### src/rtl/framing_pkg.sv
// framing_pkg: shared types, default sizing and pointer-width helper for the overlapping framer
package framing_pkg;

   typedef enum logic [1:0] {FILL, STREAM, WAIT_HOP} state_t;

   localparam int DEF_DATA_W    = 12;
   localparam int DEF_FRAME_LEN = 256;
   localparam int DEF_HOP       = 128;
   localparam int DEF_CNT_W     = 16;

   function automatic int ptr_w(input int depth);
      return depth < 2 ? 1 : $clog2(depth);
   endfunction

endpackage

### src/rtl/framing_ring_mem.sv
// framing_ring_mem: register array with one write port and one combinational read port
module framing_ring_mem #(
   parameter int W     = 12,
   parameter int DEPTH = 384,
   parameter int PTR_W = 9
) (
   input  logic             clk,
   input  logic             we,
   input  logic [PTR_W-1:0] waddr,
   input  logic [W-1:0]     wdata,
   input  logic [PTR_W-1:0] raddr,
   output logic [W-1:0]     rdata
);

   logic [W-1:0] mem [DEPTH];

   always_ff @(posedge clk)
      if (we) mem[waddr] <= wdata;

   assign rdata = mem[raddr];

endmodule

### src/rtl/framing_overlap.sv
// framing_overlap: emits FRAME_LEN-sample frames every HOP input samples as a serial
// stream with first/last markers, backed by a FRAME_LEN+HOP circular buffer
module framing_overlap
   import framing_pkg::*;
#(
   parameter int DATA_W    = DEF_DATA_W,
   parameter int FRAME_LEN = DEF_FRAME_LEN,
   parameter int HOP       = DEF_HOP,
   parameter int CNT_W     = DEF_CNT_W
) (
   input  logic              clk,
   input  logic              rst,
   input  logic [DATA_W-1:0] in_data,
   input  logic              in_valid,
   output logic              in_ready,
   output logic [DATA_W-1:0] out_data,
   output logic              out_valid,
   input  logic              out_ready,
   output logic              out_first,
   output logic              out_last,
   output logic [CNT_W-1:0]  frame_cnt,
   output logic              overrun
);

   localparam int DEPTH = FRAME_LEN + HOP;
   localparam int PTR_W = ptr_w(DEPTH);
   localparam int C_W   = $clog2(DEPTH + 1);
   localparam logic [PTR_W-1:0] LAST_PTR = PTR_W'(DEPTH - 1);
   localparam logic [C_W-1:0]   FL       = C_W'(FRAME_LEN);
   localparam logic [C_W-1:0]   FL1      = C_W'(FRAME_LEN - 1);
   localparam logic [C_W-1:0]   HP       = C_W'(HOP);

   state_t           state, state_nxt;
   logic [PTR_W-1:0] wr_ptr, rd_ptr, start_ptr, start_nxt;
   logic [PTR_W:0]   start_sum;
   logic [C_W-1:0]   fill_cnt, fill_nxt, beat_cnt, hop_cnt, hop_nxt;
   logic             acc, hs, last_hs;

   function automatic logic [PTR_W-1:0] wrap_inc(input logic [PTR_W-1:0] p);
      return p == LAST_PTR ? '0 : p + PTR_W'(1);
   endfunction

   assign acc       = in_valid && in_ready;
   assign hs        = out_valid && out_ready;
   assign last_hs   = hs && beat_cnt == FL1;
   assign fill_nxt  = fill_cnt + C_W'(acc);
   assign hop_nxt   = hop_cnt + C_W'(acc);
   assign start_sum = {1'b0, start_ptr} + (PTR_W+1)'(HOP);
   assign start_nxt = start_sum >= (PTR_W+1)'(DEPTH) ? PTR_W'(start_sum - (PTR_W+1)'(DEPTH)) : PTR_W'(start_sum);

   framing_ring_mem #(.W(DATA_W), .DEPTH(DEPTH), .PTR_W(PTR_W)) u_mem (
      .clk   (clk),
      .we    (acc),
      .waddr (wr_ptr),
      .wdata (in_data),
      .raddr (rd_ptr),
      .rdata (out_data)
   );

   always_ff @(posedge clk or negedge rst)
      if (!rst) state <= FILL;
      else      state <= state_nxt;

   // the next frame may begin on the very beat its HOPth new sample is written
   always_comb begin
      state_nxt = state;
      unique case (state)
         FILL:     state_nxt = fill_nxt == FL ? STREAM : FILL;
         STREAM:   state_nxt = !last_hs || hop_nxt >= HP ? STREAM : WAIT_HOP;
         WAIT_HOP: state_nxt = hop_nxt >= HP ? STREAM : WAIT_HOP;
         default:  state_nxt = FILL;
      endcase
   end

   always_comb begin
      out_valid = state == STREAM;
      out_first = out_valid && beat_cnt == '0;
      out_last  = out_valid && beat_cnt == FL1;
      in_ready  = !(state == STREAM && hop_cnt == HP);
      overrun   = in_valid && !in_ready;
   end

   always_ff @(posedge clk or negedge rst)
      if (!rst) begin
         wr_ptr    <= '0;
         rd_ptr    <= '0;
         start_ptr <= '0;
         fill_cnt  <= '0;
         beat_cnt  <= '0;
         hop_cnt   <= '0;
         frame_cnt <= '0;
      end else begin
         if (acc) wr_ptr <= wrap_inc(wr_ptr);
         if (state == FILL) fill_cnt <= fill_nxt;
         hop_cnt <= state == FILL ? '0 : ((state == WAIT_HOP || last_hs) && hop_nxt >= HP) ? hop_nxt - HP : hop_nxt;
         if (hs) begin
            rd_ptr   <= last_hs ? start_nxt : wrap_inc(rd_ptr);
            beat_cnt <= last_hs ? '0 : beat_cnt + C_W'(1);
         end
         if (last_hs) begin
            start_ptr <= start_nxt;
            frame_cnt <= frame_cnt + CNT_W'(1);
         end
      end

endmodule

### config.mk
export PLATFORM = sky130hd
export DESIGN_NAME = framing_overlap
export DESIGN_NICKNAME = d
export VERILOG_FILES = /design/src/rtl/framing_pkg.sv /design/src/rtl/framing_ring_mem.sv /design/src/rtl/framing_overlap.sv
export SDC_FILE = /design/constraint.sdc
export NUM_CORES = 2
export LEC_CHECK = 0
export CAP_MARGIN = 10
export CORE_MARGIN = 2
export CORE_UTILIZATION = 53
export DETAILED_ROUTE_END_ITERATION = 16
export DONT_BUFFER_PORTS = 1
export GPL_ROUTABILITY_DRIVEN = 1
export PLACE_DENSITY = 0.66
export RECOVER_POWER = 50
export SYNTH_ARGS = -nofsm -noshare
export SYNTH_HDL_FRONTEND = slang
export SYNTH_MEMORY_MAX_BITS = 65536
export SYNTH_SLANG_ARGS = --single-unit
export TNS_END_PERCENT = 1
### constraint.sdc
create_clock -name clk -period 7.9 [get_ports clk]
set_input_delay 1.58 -clock clk [delete_from_list [all_inputs] [get_ports clk]]
set_output_delay 1.58 -clock clk [all_outputs]
set_load 0.03 [all_outputs]
==> flow_summary_export.csv <==
group,metric,value,unit
detailed_routing,detail_route.vias_per_cell,6.68,
floorplan,fp.dieH,588,um
worst_setup_path,required,6.32,ns
floorplan,die-area,346000,um2
synthesis,synthesis.area,181000,um2
synthesis,synth_top_family_by_area,"multiplexers",
worst_setup_path,r2r-end,"u_mem.mem[221][7]",
cts,clk_path_buf_depth,4,
outcome,outcome,"finished, violations left",
synthesis,syn_area_per_cell,22.0,um2
sta,rsz0062_at_grt,"no",
sta,finClkSkew,0.0548,ns
power,powerDensity,245,nW/um2
floorplan,io_pins,49,
sta,hold_viol_final,0,
synthesis,synth_mux_area_frac,0.166,
finish,final_layout_size_suffix_gt1_frac,0.273,
placement,detailed_place_hpwl,283000,um
grt,grt_start_max_net_pins,385,
floorplan,die_w,588,um
finish,seq_area,140000,um2
worst_setup_path,crit_type,"reg -> out",
detailed_routing,wirelength,495000,um
placement,dp_slack,1.07,ns
flow_run,cap_viol_max_count,4,
power,power,50.0,mW
cts,hold_buffers,0,
synthesis,syn_inst,8237,
power,p_leak,62.8,nW
detailed_routing,antenna_left,0,
finish,fin_util,0.601,
synthesis,synthSimpleGateAreaFrac,0.0242,
detailed_routing,avgRoutedWirePerCell,36.1,um
placement,placed_cells,12800,
worst_setup_path,start_kind,"flop",
detailed_routing,route.detailed.drc,0,
detailed_routing,drt-pass1-iter-count,6,
synthesis,synth-xor-area-share,0.00174,
finish,stdcell_count,13700,
grt,antenna_found_initial,29,
synthesis,seq_area_frac_synth,0.773,
outcome,failed_checks,"capacitance limit, slew limit",
worst_setup_path,r2r_slack,2.78,ns
floorplan,coreArea,340000,um2
sta,fin_ws,0.178,ns
synthesis,ys_warn_count,0,
synthesis,synth_top_cell_by_area,"edfxtp_1",
worst_setup_path,end_kind,"output pin",
worst_hold_path,min_path_type,"in -> async",
finish,area_delta_synth_final,12.8,%
grt,grt_pass1_wl,692000,um
cts,insertion_delay,0.99,ns
synthesis,ys.flop_type,"edfxtp_1",
sta,hold_slack,0.304,ns
synthesis,ys_types,78,
grt,grt_pass1_vias,89400,
sta,fin_crit,7.72,ns
sta,tns,0,ns
sta,worst_slew_pin_slew,4.69,ns
cts,h-tree-depth,5,
synthesis,synthArstFlopShare,0.0139,
power,ir_worst_vdd,0.236,mV
floorplan,fp-row-count,214,
worst_setup_path,crit_arrival,6.14,ns
worst_setup_path,r2r_cells,8,
cts,numCtsBuffers,462,
grt,grt_usage,0.284,
cts,cts.sinks,4673,
grt,grt_overflow_total,0,
synthesis,synthTopCellsByCount,"edfxtp_1, mux4_2, nor2_1",
synthesis,synth_top_cells_by_area,"edfxtp_1, mux4_2, mux2i_1, nor2_1, dfrtp_1",
sta,fmax,129,MHz
synthesis,syn-num-nets,8268,
floorplan,start_util,0.533,
cts,cts_tree,"built",
cts,cts_root_buf,"clkbuf_16",
synthesis,synth.top_cell.area_share,0.764,
placement,routabilityCongestion,0.892,
synthesis,synth_most_common_cell,"edfxtp_1",
placement,portBuffers,0,
sta,relSlewSlack,-2.13,
cts,clk_pin_slew,0.06,ns
synthesis,synth_edf_count,4608,
sta,min_period_over_period,0.977,
finish,multi_input_area,38700,um2
finish,post-route-cell-area,204000,um2
synthesis,ys_ff_latch,4673,
finish,nets,8797,
worst_setup_path,critPathMaxFanout,42,
detailed_routing,drt-initial-drc-count,14800,
finish,nFillCells,23400,
synthesis,synth_compound_area_frac,0.0190,
placement,dpl-instance-area,189000,um2
sta,setup_viol,0,
sta,drv_slew,1419,
synthesis,synth-adder-area-share,0.00104,
detailed_routing,vias,91600,
worst_setup_path,reg2reg_from,"hop_cnt[2]",
[logic make-up (layout without fill, tap and decap cells)]
| family | Yosys count | count (layout) |
|---|---|---|
| AND/OR/NAND/NOR | 1048 | 1048 |
| AO/OA/AOI/OAI | 481 | 481 |
| adder cells (fa/ha/maj) | 15 | 15 |
| buffers and inverters | 505 | 1433 |
| flip-flops | 4673 | 4673 |
| multiplexers | 1479 | 1479 |
| XOR/XNOR | 36 | 36 |
| other | 0 | 12 |
[flip-flops by register name, indices dropped and copies added (netlist names)]
register and flops:
start_ptr 2, wr_ptr 9, rd_ptr 9, hop_cnt 9, frame_cnt 16, u_mem.mem 4608, state 2, fill_cnt 9
beat_cnt 9
[worst max path at each step]
stage,start,to,cells after the start
final,rd_ptr[0],out_data[4],9
after global placement,rd_ptr[0],out_data[6],8
after global routing,rd_ptr[0],out_data[5],11
after floorplan,rd_ptr[2],out_data[1],9
after detailed placement,rd_ptr[0],out_data[6],9
after CTS,rd_ptr[0],out_data[6],8
[timing repair]
item,CTS,global route
endpoints found under the setup margin,1,1
endpoints found under the hold margin,0,0
gates cloned,0,0
gates resized for setup,1,2
buffers inserted,0,0
[layout make-up]
type / count / share of cell area
Tap cell: 4536 / 0.0278
Inverter: 22 / 0.000545
Multi-Input combinational cell: 3059 / 0.190
Sequential cell: 4673 / 0.686
Clock inverter: 287 / 0.0133
Timing Repair Buffer: 548 / 0.0231
Clock buffer: 576 / 0.0597
Antenna cell: 12 / 0.000147
[where the power goes]
group	total [mW]	internal, mW	switching, mW
clock	21.6	12.3	9.31
combinational	0.856	0.157	0.699
sequential	27.5	27.4	0.0590
total	50.0	39.9	10.1
[layout by cell type (no fill, tap or decap), types with 14 or more instances in the layout]
cell,n
edfxtp_1,4608
mux4_2,1216
buf_4,476
clkbuf_16,470
nor2_1,454
nand2_1,335
mux2i_1,255
clkinv_1,108
clkbuf_1,106
clkinv_2,94
o21ai_0,82
nand3_1,73
dfrtp_1,57
a32oi_1,56
a21oi_1,54
bufinv_16,43
buf_12,40
a221oi_1,39
o22ai_1,36
a22oi_1,34
o221ai_1,25
nor2_2,25
xnor2_1,24
a31oi_1,24
buf_6,24
nand4_1,23
nor3_1,23
clkinvlp_4,18
and3_1,17
inv_1,16
nand3_4,16
o21ai_1,15
ha_1,15
nand2b_1,14
[per-layer routing]
metal,track usage,wire [um],up-vias
met3,0.0588,55900,998
met5,0,36,-
met4,0.119,23300,6
met2,0.431,230000,5931
met1,0.407,186000,48900
li1,-,-,35700
[critical path, cell delays in order, from the launching register on]
cell     delay, ns
dfrtp_4       1.04
buf_12        0.30
buf_12        0.33
buf_4         0.34
mux4_2        0.56
mux4_2        0.58
nor2b_1       0.18
o21ai_0       0.66
a41oi_1       0.64
buf_4         0.39
(Power assumes the default switching activity.)
